===== src/rtl/pipeline_hazard_ctrl_if.sv =====
// Hazard-control bundle between the MIPS31 pipeline and its stall sequencer.
// master = pipeline side, slave = pipeline_hazard_ctrl.
interface pipeline_hazard_ctrl_if;
  logic [4:0]  id_rs_addr;
  logic [4:0]  id_rt_addr;
  logic        id_rs_used;
  logic        id_rt_used;
  logic        id_is_muldiv;
  logic        id_reads_hilo;
  logic        exe_GPR_we;
  logic [4:0]  exe_GPR_waddr;
  logic        exe_is_load;
  logic        mem_GPR_we;
  logic [4:0]  mem_GPR_waddr;
  logic        mem_req;
  logic        mem_ready;
  logic        pc_ena;
  logic        if_id_ena;
  logic        id_exe_ena;
  logic        id_exe_bubble;
  logic        exe_mem_ena;
  logic        mem_wb_ena;
  logic        md_start;
  logic        md_busy;
  logic [31:0] stall_cycles;

  modport master (
    output id_rs_addr, id_rt_addr,
    output id_rs_used, id_rt_used,
    output id_is_muldiv, id_reads_hilo,
    output exe_GPR_we, exe_GPR_waddr,
    output exe_is_load,
    output mem_GPR_we, mem_GPR_waddr,
    output mem_req, mem_ready,
    input  pc_ena, if_id_ena,
    input  id_exe_ena, id_exe_bubble,
    input  exe_mem_ena, mem_wb_ena,
    input  md_start, md_busy,
    input  stall_cycles
  );

  modport slave (
    input  id_rs_addr, id_rt_addr,
    input  id_rs_used, id_rt_used,
    input  id_is_muldiv, id_reads_hilo,
    input  exe_GPR_we, exe_GPR_waddr,
    input  exe_is_load,
    input  mem_GPR_we, mem_GPR_waddr,
    input  mem_req, mem_ready,
    output pc_ena, if_id_ena,
    output id_exe_ena, id_exe_bubble,
    output exe_mem_ena, mem_wb_ena,
    output md_start, md_busy,
    output stall_cycles
  );
endinterface


===== src/rtl/pipeline_hazard_ctrl.sv =====
// Stall/bubble sequencer for the 5-stage MIPS31 pipeline with MDU tracking.
// Define PIPE_FORWARD_EN when the forwarding network is present.
module pipeline_hazard_ctrl #(
  parameter int MD_LATENCY = 32
) (
  input logic clk,
  input logic reset,
  pipeline_hazard_ctrl_if.slave hz
);

  typedef enum logic {IDLE, BUSY} md_state_e;

  localparam logic [7:0] LAT = 8'(MD_LATENCY);

  md_state_e   state_q, state_d;
  logic [7:0]  md_cnt_q, md_cnt_d;
  logic [31:0] stall_cycles_q, stall_cycles_d;

  logic rs_exe, rt_exe, exe_hit;
  logic memwait, mdhaz, raw;
  logic stop, hold, run;
  logic md_start;

  // Hazard detection against the EXE (and, without forwarding, MEM) stage.
  always_comb begin
    rs_exe  = hz.id_rs_used & (hz.id_rs_addr == hz.exe_GPR_waddr);
    rt_exe  = hz.id_rt_used & (hz.id_rt_addr == hz.exe_GPR_waddr);
    exe_hit = hz.exe_GPR_we & (hz.exe_GPR_waddr != 5'd0)
            & (rs_exe | rt_exe);
`ifdef PIPE_FORWARD_EN
    raw = hz.exe_is_load & exe_hit;
`else
    raw = exe_hit
        | (hz.mem_GPR_we & (hz.mem_GPR_waddr != 5'd0)
           & ((hz.id_rs_used & (hz.id_rs_addr == hz.mem_GPR_waddr))
            | (hz.id_rt_used & (hz.id_rt_addr == hz.mem_GPR_waddr))));
`endif
    memwait = hz.mem_req & ~hz.mem_ready;
    mdhaz   = (state_q == BUSY) & (hz.id_is_muldiv | hz.id_reads_hilo);
    stop    = ~reset | memwait;
    hold    = ~stop & (mdhaz | raw);
    run     = ~stop & ~hold;
  end

  // Priority-resolved enables; exactly one of stop/hold/run is set.
  always_comb begin
    hz.pc_ena        = 1'b0;
    hz.if_id_ena     = 1'b0;
    hz.id_exe_ena    = 1'b0;
    hz.id_exe_bubble = 1'b0;
    hz.exe_mem_ena   = 1'b0;
    hz.mem_wb_ena    = 1'b0;
    unique case (1'b1)
      stop: ;
      hold: begin
        hz.id_exe_ena    = 1'b1;
        hz.id_exe_bubble = 1'b1;
        hz.exe_mem_ena   = 1'b1;
        hz.mem_wb_ena    = 1'b1;
      end
      run: begin
        hz.pc_ena      = 1'b1;
        hz.if_id_ena   = 1'b1;
        hz.id_exe_ena  = 1'b1;
        hz.exe_mem_ena = 1'b1;
        hz.mem_wb_ena  = 1'b1;
      end
      default: ;
    endcase
    md_start = hz.id_is_muldiv & hz.id_exe_ena & ~hz.id_exe_bubble;
    hz.md_start = md_start;
  end

  // MDU busy tracker and stall counter next state.
  always_comb begin
    state_d  = state_q;
    md_cnt_d = md_cnt_q;
    unique case (state_q)
      IDLE: begin
        if (md_start) begin
          state_d  = BUSY;
          md_cnt_d = LAT;
        end
      end
      BUSY: begin
        md_cnt_d = md_cnt_q - 8'd1;
        if (md_cnt_q == 8'd1) state_d = IDLE;
      end
      default: state_d = IDLE;
    endcase
    stall_cycles_d = stall_cycles_q + {31'd0, ~hz.pc_ena};
  end

  // State registers.
  always_ff @(posedge clk or negedge reset) begin
    if (!reset) begin
      state_q        <= IDLE;
      md_cnt_q       <= 8'd0;
      stall_cycles_q <= 32'd0;
    end else begin
      state_q        <= state_d;
      md_cnt_q       <= md_cnt_d;
      stall_cycles_q <= stall_cycles_d;
    end
  end

  assign hz.md_busy      = (state_q == BUSY);
  assign hz.stall_cycles = stall_cycles_q;

endmodule


===== src/flat_wrapper.sv =====
// flat-port wrapper written by rule: the top's interface ports become plain ports
module pipeline_hazard_ctrl_flat 
#(
  parameter int MD_LATENCY = 32
)
  (clk, reset, hz_id_rs_addr, hz_id_rt_addr, hz_id_rs_used, hz_id_rt_used, hz_id_is_muldiv, hz_id_reads_hilo, hz_exe_GPR_we, hz_exe_GPR_waddr, hz_exe_is_load, hz_mem_GPR_we, hz_mem_GPR_waddr, hz_mem_req, hz_mem_ready, hz_pc_ena, hz_if_id_ena, hz_id_exe_ena, hz_id_exe_bubble, hz_exe_mem_ena, hz_mem_wb_ena, hz_md_start, hz_md_busy, hz_stall_cycles);
  pipeline_hazard_ctrl_if hz_i ();
  input logic clk;
  input logic reset;
  input wire logic [$bits(hz_i.id_rs_addr)-1:0] hz_id_rs_addr;
  input wire logic [$bits(hz_i.id_rt_addr)-1:0] hz_id_rt_addr;
  input wire logic [$bits(hz_i.id_rs_used)-1:0] hz_id_rs_used;
  input wire logic [$bits(hz_i.id_rt_used)-1:0] hz_id_rt_used;
  input wire logic [$bits(hz_i.id_is_muldiv)-1:0] hz_id_is_muldiv;
  input wire logic [$bits(hz_i.id_reads_hilo)-1:0] hz_id_reads_hilo;
  input wire logic [$bits(hz_i.exe_GPR_we)-1:0] hz_exe_GPR_we;
  input wire logic [$bits(hz_i.exe_GPR_waddr)-1:0] hz_exe_GPR_waddr;
  input wire logic [$bits(hz_i.exe_is_load)-1:0] hz_exe_is_load;
  input wire logic [$bits(hz_i.mem_GPR_we)-1:0] hz_mem_GPR_we;
  input wire logic [$bits(hz_i.mem_GPR_waddr)-1:0] hz_mem_GPR_waddr;
  input wire logic [$bits(hz_i.mem_req)-1:0] hz_mem_req;
  input wire logic [$bits(hz_i.mem_ready)-1:0] hz_mem_ready;
  output wire logic [$bits(hz_i.pc_ena)-1:0] hz_pc_ena;
  output wire logic [$bits(hz_i.if_id_ena)-1:0] hz_if_id_ena;
  output wire logic [$bits(hz_i.id_exe_ena)-1:0] hz_id_exe_ena;
  output wire logic [$bits(hz_i.id_exe_bubble)-1:0] hz_id_exe_bubble;
  output wire logic [$bits(hz_i.exe_mem_ena)-1:0] hz_exe_mem_ena;
  output wire logic [$bits(hz_i.mem_wb_ena)-1:0] hz_mem_wb_ena;
  output wire logic [$bits(hz_i.md_start)-1:0] hz_md_start;
  output wire logic [$bits(hz_i.md_busy)-1:0] hz_md_busy;
  output wire logic [$bits(hz_i.stall_cycles)-1:0] hz_stall_cycles;
  assign hz_i.id_rs_addr = hz_id_rs_addr;
  assign hz_i.id_rt_addr = hz_id_rt_addr;
  assign hz_i.id_rs_used = hz_id_rs_used;
  assign hz_i.id_rt_used = hz_id_rt_used;
  assign hz_i.id_is_muldiv = hz_id_is_muldiv;
  assign hz_i.id_reads_hilo = hz_id_reads_hilo;
  assign hz_i.exe_GPR_we = hz_exe_GPR_we;
  assign hz_i.exe_GPR_waddr = hz_exe_GPR_waddr;
  assign hz_i.exe_is_load = hz_exe_is_load;
  assign hz_i.mem_GPR_we = hz_mem_GPR_we;
  assign hz_i.mem_GPR_waddr = hz_mem_GPR_waddr;
  assign hz_i.mem_req = hz_mem_req;
  assign hz_i.mem_ready = hz_mem_ready;
  assign hz_pc_ena = hz_i.pc_ena;
  assign hz_if_id_ena = hz_i.if_id_ena;
  assign hz_id_exe_ena = hz_i.id_exe_ena;
  assign hz_id_exe_bubble = hz_i.id_exe_bubble;
  assign hz_exe_mem_ena = hz_i.exe_mem_ena;
  assign hz_mem_wb_ena = hz_i.mem_wb_ena;
  assign hz_md_start = hz_i.md_start;
  assign hz_md_busy = hz_i.md_busy;
  assign hz_stall_cycles = hz_i.stall_cycles;
  pipeline_hazard_ctrl #(.MD_LATENCY(MD_LATENCY)) u_core (.clk(clk), .reset(reset), .hz(hz_i));
endmodule

===== config.mk =====
export PLATFORM = sky130hd
export DESIGN_NAME = pipeline_hazard_ctrl_flat
export DESIGN_NICKNAME = d
export VERILOG_FILES = /design/src/rtl/pipeline_hazard_ctrl_if.sv /design/src/rtl/pipeline_hazard_ctrl.sv /design/src/flat_wrapper.sv
export SDC_FILE = /design/constraint.sdc
export NUM_CORES = 1
export LEC_CHECK = 0
export BUFFER_PORTS_ARGS = -buffer_cell sky130_fd_sc_hd__buf_2
export CAP_MARGIN = 30
export CORE_UTILIZATION = 35
export DETAILED_ROUTE_END_ITERATION = 10
export PLACE_DENSITY = 0.68
export SLEW_MARGIN = 40
export SYNTH_ARGS = -nofsm -noshare
export SYNTH_HDL_FRONTEND = slang
export SYNTH_SLANG_ARGS = --single-unit

===== constraint.sdc =====
create_clock -name clk -period 5.2 [get_ports clk]
set_input_delay 0.78 -clock clk [delete_from_list [all_inputs] [get_ports clk]]
set_output_delay 0.78 -clock clk [all_outputs]
set_load 0.02 [all_outputs]

==> metrics <==
power per standard cell area 367 nW/um^2; final hold vios 0; Setup crit end kind register; num ports 71; post-synth top area cell dfrtp_1; CP startpoint kind input port; Reg clk slew, reported paths 80 ps; Crit Path Max Fanout 5; commonest cells in the netlist xnor2_1, dfrtp_1, nand2_1; CTS Sinks 41; post-synthesis async set-or-reset flop share 100%; required time of the critical path 5420 ps; routed wire length ~4400 um; CP Cell Sequence buf_2, xnor2_1, nand4_1, o22ai_1, a22oi_1, nand3_1, ha_1, ha_1, nand2_1, nor3_1, and2_1, and4_1, xor2_1; cells after synthesis 209; DP Wirelength 3380 um; Least-Margin Pin Slew around 570 ps; CTS tree done; Synth top area share 47.6%; Max Fclk roughly 300 MHz; most numerous cell in the Yosys netlist xnor2_1; number of synthesized register bits 41; Syn Area/Cell between 10 and 15 um^2; CP dominant cell by count ha_1; Fin Setup TNS 0 ps; most area-consuming cells after synthesis dfrtp_1, xnor2_1, xor2_1; # Post-CTS Setup Buffers 0; antenna cells 0; critical path class input port to register; Peak supply drop around 0.27 mV; CP max stage cell nor3_1; layout cells sized above 1 28.0%; initial antenna violation count 0; cts hold-fix bufs 0; Resized Gates After CTS 0; Yosys warnings 0; Detailed Routing Iterations Pass 1 4; setup repair after global routing missed its margin no; DR WL/cell 12.4 um; gr ovfl total 0; total track usage 14.7%; hold_ws 480 ps; final worst-path cycle share 64.9%; Worst Hold Class register to register; outcome finished clean; number of routed nets with antenna violations 0; row count 28; CTS Buf Count 5; synthesized net count 244; die area between 6000 and 7000 um^2; Final setup violation count 0; max-cap viol count 0; pins over their slew limit 0; P_leak 0.00130 uW; effective utilization at floorplan between 30% and 40%; DRT iter0 DRCs 33; vias in the first global route 1627; Core Region 5920 um^2; Skew-Pair Late Insertion Delay 290 ps; clock skew just under 7 ps; global-route wire length before repair 7250 um; DRC viols 0; Die X between 80 and 90 um; Bufs on Longest Clock Path 2; RePlAce Congestion 0.710; Slew HR about three fifths; Seq/Total Area, Yosys 47.6%; Port Buffers between 60 and 70; Die Ht 80.5 um; synthesized area 2160 um^2; fin nets 317; total number of vias ~1700; Netlist cell types 31; largest net degree at the start of global routing between 40 and 50; fin crit period approximately 3400 ps; Worst EP arrival 3600 ps; Root Buffer clkbuf_8; # H-tree levels 2; vias per cell 4.81; EDFF count, synth 0; slowest cell delay on critical path between 400 and 500 ps; area delta synth->final 24.3%; top_reg_cell synth dfrtp_1
critical path: cells and delay by family:
kind	cells	cell delay [ps]
and+or+nand+nor	6	1280
adders and majority gates	2	510
buffers and inverters	1	120
AOI/OAI and AO/OA	2	560
xor gates and xnor gates	2	330
logic make-up (layout without fill, tap and decap cells):
| logic type | Yosys count | after routing | synth area share (%) |
|---|---|---|---|
| xor gates and xnor gates | 57 | 57 | 23.2 |
| DFF | 41 | 41 | 47.6 |
| adders and majority gates | 4 | 4 | 2.32 |
| and+or+nand+nor | 84 | 84 | 19.6 |
| buffers and inverters | 10 | 83 | 2.26 |
| AOI/OAI and AO/OA | 13 | 13 | 5.11 |
metal layers:
| layer | part of all wire (%) | up-vias | GRT usage, % | wire [um] |
|---|---|---|---|---|
| li1 | - | 849 | - | - |
| met1 | 45 | 815 | 17.8 | 1980 |
| met2 | 49 | 46 | 25.5 | 2150 |
| met3 | 5.3 | 6 | 3.64 | 235 |
| met4 | 1.2 | 0 | 4.29 | 51 |
| met5 | 0 | - | 0 | 0 |
cells in the final DEF (no fill, tap or decap), drive strengths merged, types with 2 or more instances in the layout:
cell type and count:
o22ai 2, xnor2 43, and4 3, and3 5, buf 70, o21a 3
nor3 4, dfrtp 41, inv 6, nand2b 2, nor4 2, clkbuf 5
ha 4, a21boi 2, nor2 18, nand4 10, nand2 22, xor2 14
or4 2, nand3b 2, nand3 11
worst paths after layout:
check,from,to,slack [ps],cells past startpoint
max,hz_id_rt_addr[0],u_core.hz.stall_cycles[20],1820,13
min,u_core.hz.stall_cycles[31],u_core.hz.stall_cycles[31],480,1
max reg2reg,u_core.hz.md_busy,u_core.hz.stall_cycles[20],2590,9
min reg2reg,u_core.hz.stall_cycles[31],u_core.hz.stall_cycles[31],480,1
max in group asynchronous,reset,u_core.hz.stall_cycles[14],4250,2
min in group asynchronous,reset,u_core.hz.stall_cycles[27],600,2
stage by stage:
stage                     instances  setup WS [ps]  power (uW)  area, um^2  util (%)
final                           357           1820         985        2680      45.3
after global routing            357           1570        1050        2680      45.3
after CTS                       357           1810        1000        2680      45.3
after detailed placement        350           1490         754        2580      43.5
after global placement          350           1550         740        2580      43.5
after floorplan                 209           2040         653        2160         -
sequential cells by signal, summed over array words and instances (netlist names):
name and flops:
u_core.hz.md_busy 1, u_core.hz.stall_cycles 32, u_core.md_cnt_q 8
layout make-up:
| cell class | instances | area (um^2) |
|---|---|---|
| multi-input combinational | 158 | 1080 |
| clock inverter | 2 | 35.0 |
| clock buffer | 5 | 68.8 |
| tap | 75 | 93.8 |
| inverter | 6 | 22.5 |
| fill | 575 | 3240 |
| timing repair buffer | 70 | 353 |
| sequential | 41 | 1030 |
power breakdown:
group | leakage, uW | internal, uW | switching [uW]
Sequential | 0.000532 | 384 | 67.6
Combinational | 0.000717 | 127 | 164
Clock | 0.0000540 | 139 | 103
Power figures use the tool's default switching activity.
